File: src/rtl/serial_adder_if.sv
// Handshake bundle for serial_adder: operand request channel, result channel, busy status.
interface serial_adder_if #(
  parameter int unsigned WIDTH = 8
);
  logic             in_valid;
  logic             in_ready;
  logic [WIDTH-1:0] in_a;
  logic [WIDTH-1:0] in_b;
  logic             in_cin;
  logic             out_valid;
  logic             out_ready;
  logic [WIDTH-1:0] out_sum;
  logic             out_cout;
  logic             busy;

  modport slave (
    input  in_valid, in_a, in_b, in_cin, out_ready,
    output in_ready, out_valid, out_sum, out_cout, busy
  );

  modport master (
    output in_valid, in_a, in_b, in_cin, out_ready,
    input  in_ready, out_valid, out_sum, out_cout, busy
  );
endinterface

File: src/rtl/serial_adder.sv
// Bit-serial WIDTH-bit adder: one full-adder step per cycle, LSB first, with carry flop
// and valid/ready handshakes on operand and result sides.
module serial_adder #(
  parameter int unsigned WIDTH = 8
) (
  input logic           clock,
  input logic           reset,
  serial_adder_if.slave io
);

  localparam int unsigned     CntW    = (WIDTH > 1) ? $clog2(WIDTH) : 1;
  localparam logic [CntW-1:0] LastCnt = CntW'(WIDTH - 1);

  typedef enum logic [1:0] {StIdle, StRun, StDone} state_e;

  state_e           r_state, w_state_d;
  logic [WIDTH-1:0] r_a, r_b, r_sum;
  logic [WIDTH-1:0] w_a_d, w_b_d, w_sum_d;
  logic             r_carry, w_carry_d;
  logic [CntW-1:0]  r_cnt, w_cnt_d;
  logic             w_bit;
  logic             w_idle, w_done;

  always_comb begin
    w_state_d = r_state;
    w_a_d     = r_a;
    w_b_d     = r_b;
    w_sum_d   = r_sum;
    w_carry_d = r_carry;
    w_cnt_d   = r_cnt;
    w_bit     = r_a[0] ^ r_b[0] ^ r_carry;
    unique case (r_state)
      StIdle: begin
        if (io.in_valid) begin
          w_a_d     = io.in_a;
          w_b_d     = io.in_b;
          w_carry_d = io.in_cin;
          w_cnt_d   = '0;
          w_state_d = StRun;
        end
      end
      StRun: begin
        w_carry_d            = (r_a[0] & r_b[0]) | (r_a[0] & r_carry) | (r_b[0] & r_carry);
        // Shift-then-insert avoids an empty slice when WIDTH is 1.
        w_sum_d              = r_sum >> 1;
        w_sum_d[WIDTH-1]     = w_bit;
        w_a_d                = r_a >> 1;
        w_b_d                = r_b >> 1;
        w_cnt_d              = r_cnt + CntW'(1);
        if (r_cnt == LastCnt) begin
          w_state_d = StDone;
        end
      end
      StDone: begin
        if (io.out_ready) begin
          w_state_d = StIdle;
        end
      end
      default: w_state_d = StIdle;
    endcase
  end

  always_ff @(posedge clock) begin
    if (reset) begin
      r_state <= StIdle;
      r_a     <= '0;
      r_b     <= '0;
      r_sum   <= '0;
      r_carry <= 1'b0;
      r_cnt   <= '0;
    end else begin
      r_state <= w_state_d;
      r_a     <= w_a_d;
      r_b     <= w_b_d;
      r_sum   <= w_sum_d;
      r_carry <= w_carry_d;
      r_cnt   <= w_cnt_d;
    end
  end

  // Outputs are masked while reset is high so nothing stale leaks before the reset edge.
  assign w_idle       = (r_state == StIdle) && !reset;
  assign w_done       = (r_state == StDone) && !reset;
  assign io.in_ready  = w_idle;
  assign io.out_valid = w_done;
  assign io.out_sum   = w_done ? r_sum : '0;
  assign io.out_cout  = w_done & r_carry;
  assign io.busy      = (r_state != StIdle) && !reset;

endmodule

File: src/flat_wrapper.sv
// flat-port wrapper written by rule: the top's interface ports become plain ports
module serial_adder_flat 
#(
  parameter int unsigned WIDTH = 8
)
  (clock, reset, io_in_valid, io_in_a, io_in_b, io_in_cin, io_out_ready, io_in_ready, io_out_valid, io_out_sum, io_out_cout, io_busy);
  serial_adder_if #(.WIDTH(WIDTH)) io_i ();
  input logic clock;
  input logic reset;
  input wire logic [$bits(io_i.in_valid)-1:0] io_in_valid;
  input wire logic [$bits(io_i.in_a)-1:0] io_in_a;
  input wire logic [$bits(io_i.in_b)-1:0] io_in_b;
  input wire logic [$bits(io_i.in_cin)-1:0] io_in_cin;
  input wire logic [$bits(io_i.out_ready)-1:0] io_out_ready;
  output wire logic [$bits(io_i.in_ready)-1:0] io_in_ready;
  output wire logic [$bits(io_i.out_valid)-1:0] io_out_valid;
  output wire logic [$bits(io_i.out_sum)-1:0] io_out_sum;
  output wire logic [$bits(io_i.out_cout)-1:0] io_out_cout;
  output wire logic [$bits(io_i.busy)-1:0] io_busy;
  assign io_i.in_valid = io_in_valid;
  assign io_i.in_a = io_in_a;
  assign io_i.in_b = io_in_b;
  assign io_i.in_cin = io_in_cin;
  assign io_i.out_ready = io_out_ready;
  assign io_in_ready = io_i.in_ready;
  assign io_out_valid = io_i.out_valid;
  assign io_out_sum = io_i.out_sum;
  assign io_out_cout = io_i.out_cout;
  assign io_busy = io_i.busy;
  serial_adder #(.WIDTH(WIDTH)) u_core (.clock(clock), .reset(reset), .io(io_i));
endmodule
File: config.mk
export PLATFORM = sky130hd
export DESIGN_NAME = serial_adder_flat
export DESIGN_NICKNAME = d
export VERILOG_FILES = /design/src/rtl/serial_adder_if.sv /design/src/rtl/serial_adder.sv /design/src/flat_wrapper.sv
export SDC_FILE = /design/constraint.sdc
export NUM_CORES = 1
export LEC_CHECK = 0
export ABC_AREA = 1
export CORE_UTILIZATION = 30
export CTS_CLUSTER_DIAMETER = 200
export CTS_CLUSTER_SIZE = 25
export DETAILED_ROUTE_END_ITERATION = 8
export GPL_TIMING_DRIVEN = 0
export SLEW_MARGIN = 20
export SYNTH_ARGS = -nofsm -noshare
export SYNTH_HDL_FRONTEND = slang
export SYNTH_SLANG_ARGS = --single-unit
File: constraint.sdc
create_clock -name clock -period 1.2 [get_ports clock]
set_clock_uncertainty 0.1 [all_clocks]
set_input_delay 0.12 -clock clock [delete_from_list [all_inputs] [get_ports clock]]
set_output_delay 0.12 -clock clock [all_outputs]
set_load 0.05 [all_outputs]
[Word level (Yosys, flattened, before mapping)]
Cells that the tools add are included.
Cells by class
  reduce and logical (&&, ||, !) cells: 9
  multiplexer cells: 13
  add/sub/neg operators: 1
  equality and inequality tests: 6
  bitwise operators: 8
Operators with widths (count)
  case mux 8 bit (2 select lines): 2
  2-to-1 mux 8 bit: 3
  2-to-1 mux 2 bit: 3
  case mux 2 bit (3 select lines): 1
  case mux 3 bit (2 select lines): 1
  AND 1 bit: 4
  != test 2 bit, second input constant: 2
  nonzero test 2 bit: 2
  adder 3 x 1 -> 3 bit, second input constant: 1
  equality test 3 bit, second input constant: 1
  logical AND 1 bit: 3
  2-to-1 mux 3 bit: 1
  AND reduction 3 bit: 1
  equality test 2 x 1 -> 1 bit, second input constant: 1
  equality test 2 bit, second input constant: 1
  zero test 2 bit: 1
  != test 2 x 1 -> 1 bit, second input constant: 1
  bitwise OR 1 bit: 2
  case mux 1 bit (2 select lines): 1
  AND reduction 2 bit: 1
  XOR 1 bit: 2
  zero test 1 bit: 1
  2-to-1 mux 1 bit: 1
Word-level totals
  flip-flop bits (word level): 30
  output and inout bits: 12
  input port bits: 21
  logic and storage cells: 43

[Longest topological paths before layout]
  depth after elaboration: 4
  depth in mapped cells: 7
  gate-level depth less buffers: 5

[Worst setup path after synthesis]
Ideal clock, no wire load.
  path kind: reg-to-output
  start: reg u_core.r_state[0]
  end: out io_out_cout
  arrival time: 1.983 ns
  stages on the path, launching flop included: 5
  path slack: -1.003 ns
  required time: 0.980 ns
  cells stage by stage: dfxtp_1 > buf_6 > nor3_4 > clkinv_1 > nor2_1
Between the ends
  longest elaborated chain between the ends: 3
RTL lines
  start, declared: RTL line serial_adder.sv:16  | state_e r_state, w_state_d;
  start signal, assigned: RTL line serial_adder.sv:65  | r_state <= StIdle;
  start signal, assigned: RTL line serial_adder.sv:72  | r_state <= w_state_d;
  equality test 2 bit: RTL line serial_adder.sv:83  | assign w_done = (r_state == StDone) && !reset;
  logical AND 1 bit: RTL line serial_adder.sv:83
  net io_out_valid: RTL line flat_wrapper.sv:16  | output wire logic [$bits(io_i.out_valid)-1:0] io_out_valid;
  AND 1 bit: RTL line serial_adder.sv:87  | assign io.out_cout = w_done & r_carry;
  end, declared: RTL line flat_wrapper.sv:18  | output wire logic [$bits(io_i.out_cout)-1:0] io_out_cout;
The timed path passes the listed nets, and every way through them passes these cells.

[Final worst setup path]
  start: reg u_core.r_state[1]
  end: out io_out_sum[0]
Between the ends
  longest elaborated chain between the ends: 3
RTL lines
  equality test 2 bit: RTL line serial_adder.sv:83
  logical AND 1 bit: RTL line serial_adder.sv:83
  2-to-1 mux 8 bit: RTL line serial_adder.sv:86  | assign io.out_sum = w_done ? r_sum : '0;
  end, declared: RTL line flat_wrapper.sv:17  | output wire logic [$bits(io_i.out_sum)-1:0] io_out_sum;
Every way passes these cells.

==> results.tsv <==
metric	value	unit
outcome	complete, but fails checks	
failing checks	setup timing	
CTS root buf	clkbuf_8	
FILL cells	493	
Mapped Nets	243	
Net count, final	300	
DP Cell Count	318	
max_cap viols	0	
slowest stage cell, crit path	dfxtp_2	
post-DR wirelength/cell	11.7	µm
proportion of layout cells with a drive suffix above 1	43.0	%
DP Wirelength	2450	µm
DRC violations left	0	
die area	5400	µm²
first-pass GRT wire length	6430	µm
via count	1508	
CP Launch Type	flop	
crit path time final	1.68	ns
pre-CTS setup slack	-1.17	ns
Yosys cell types	19	
routed vias/inst	4.38	
sequential share of the synthesized area	39.2	%
H-tree depth	2	
Avg Inst Size Synth	7.00	µm²
All-Layer GR Usage	16.2	%
CP peak stage delay	0.33	ns
worst-margin pin slew	0.633	ns
die span in y	73.5	µm
Die W	73.5	µm
final hold vios	0	
CP most frequent cell	buf_6	
DRT Wirelength	4040	µm
num rows	25	
Yosys reg bits	30	
Final ANT Viol Nets	0	
Synth-to-Final Area Change	67.6	%
Reg clk slew, reported paths	0.07	ns
CP Data Arrival Time	1.46	ns
largest net degree at the start of global routing	11	
Layout Utilization	53.3	%
hold buffer count at CTS	0	
drt initial violations	68	
CP Capture Type	output pin	
static leakage	1.10	nW
CTS tree	done	
area of the multi-input gates	952	µm²
number of diodes	0	
initial core utilization	31.8	%
Worst slew margin	57.8	%
setup violators final	38	
core area	4820	µm²
unrepaired setup endpoints after global routing	yes	
Worst Setup SP	u_core.r_state[1]$_SDFFE_PP0P_	
Num CTS Buffers	5	
Worst-Skew Late Latency	0.28	ns
Peak Freq	596	MHz
initial antenna violation count	0	
Peak VDD IR	567	µV
setup slack after layout	-0.477	ns
Final Wtd Congestion	0.722	
IO Port Bufs	32	
cells after synthesis	219	
worst hold path startpoint	reset	
CP Max Fanout	4	
First-pass DRT Iterations	4	
Power Dens Cells	1070	nW/µm²
Non-Filler Instances	344	
clock buffer depth	2	
cell area after technology mapping	1530	µm²
Yosys Warn Count	0	
final slew viol count	0	
grt total ovfl	0	
Setup CP Type	reg -> out	
Hold Crit Class	in -> reg	
Reg area	607	µm²
I/O Pins	33	
vias in the first global route	1353	
Cell Chain, Critical Path	inv_2 > buf_8 > nor3_4 > buf_6 > buf_6 > clkinv_8 > nor2_4 > buf_6	
worst r2r src	u_core.r_state[1]$_SDFFE_PP0P_	
Crit path required time	0.98	ns
clk sinks	30	
Tcrit/Tclk final	140	%
## cell type report
cell class              count  area share (%)
clock inverters             3            1.56
flip-flops and latches     30            23.6
inverters                  46            7.31
plain buffers              11            3.99
repair buffers             49            19.9
clock buffers               5            2.68
repair inverters            1           0.633
well taps                  67            3.26
multi-input cells         132            37.1
## worst max-delay path: cells and delay by family, from the launching register on
kind / cells / cell delay, ns
buffers and inverters: 6 / 0.61
DFF: 1 / 0.33
and+or+nand+nor: 2 / 0.22
## routing by layer
metal / part of all wire, % / wire [µm] / global-route usage [%]
met1: 46 / 1860 / 20.5
met4: 1.6 / 63 / 6.41
met2: 50 / 2020 / 26.1
met3: 2.3 / 93 / 4.53
met5: 0 / 0 / 0
## logic make-up (layout without fill, tap and decap cells)
kind of cell               count (synthesis)  count (layout)  share of synthesized area (%)
DFF                                       30              30                           39.2
adders and majority gates                  3               3                           2.94
buffers and inverters                     57             115                           16.4
and+or+nand+nor                           89              89                           25.6
AOI/OAI and AO/OA                         40              40                           15.9
## state kept, by name, summed over array words and instances (netlist names)
| signal | flops |
|---|---|
| u_core.r_a | 8 |
| u_core.r_b | 8 |
| u_core.r_sum | 8 |
| u_core.r_cnt | 3 |
| u_core.r_state | 2 |
| u_core.r_carry | 1 |
## cell usage after synthesis
| master | instances | area, µm² |
|---|---|---|
| inv_1 | 44 | 165 |
| nand2_1 | 40 | 150 |
| dfxtp_1 | 30 | 601 |
| nand3_1 | 30 | 150 |
| a21oi_1 | 21 | 105 |
| nor2_1 | 15 | 56.3 |
| o21ai_0 | 9 | 45.0 |
| a21oi_2 | 8 | 70.1 |
| buf_2 | 6 | 30.0 |
| buf_6 | 4 | 45.0 |
| nand2_2 | 3 | 18.8 |
| ha_1 | 2 | 25.0 |
| clkbuf_1 | 1 | 3.75 |
| clkinv_1 | 1 | 3.75 |
| fa_1 | 1 | 20.0 |
| inv_2 | 1 | 3.75 |
| nor3_4 | 1 | 16.3 |
| o21a_1 | 1 | 7.51 |
| o21ai_4 | 1 | 16.3 |
## report_power, final
part	switching [mW]	internal, mW	total [mW]
clock network	0.403	0.611	1.01
logic	0.337	0.276	0.613
registers	0.0485	1.08	1.13
total	0.788	1.97	2.75
## metrics by stage
step,area [µm²],hold WS [ns],power [mW],TNS [ns]
floorplan,1620,0.0891,1.46,-5.81
global placement,2020,0.347,1.61,-21.09
detailed placement,2020,0.353,1.61,-21.40
CTS,2310,0.235,2.67,-7.17
global route,2570,0.253,2.91,-11.46
finish,2570,0.241,2.75,-8.58
## worst paths after layout
kind                            slack (ns)  cells after the start                          to
worst max-delay path                 -0.48                      8               io_out_sum[0]
worst min-delay path                  0.24                      2  u_core.r_a[6]$_SDFFE_PP0P_
worst max register to register       -0.25                      9  u_core.r_a[2]$_SDFFE_PP0P_
worst min register to register        0.36                      2  u_core.r_a[7]$_SDFFE_PP0P_
## cell usage in the layout (no fill, tap or decap), drive strengths merged
master	netlist	final
clkdlybuf4s50	0	19
nand3	30	30
clkbuf	1	7
ha	2	2
nand2	43	43
o21ai	10	10
buf	10	38
a21oi	29	29
nor2	15	15
o21a	1	1
bufinv	0	1
dfxtp	30	30
inv	45	45
nor3	1	1
fa	1	1
dlygate4sd2	0	1
clkinv	1	4
## repair_timing
action | in CTS | in global routing
setup buffers | 11 | 4
setup endpoints to repair | 40 | 42
pin swaps | 6 | 18
resized for setup | 110 | 57
cloned | 3 | 1
No activity file was read; power rests on OpenSTA's default activity.
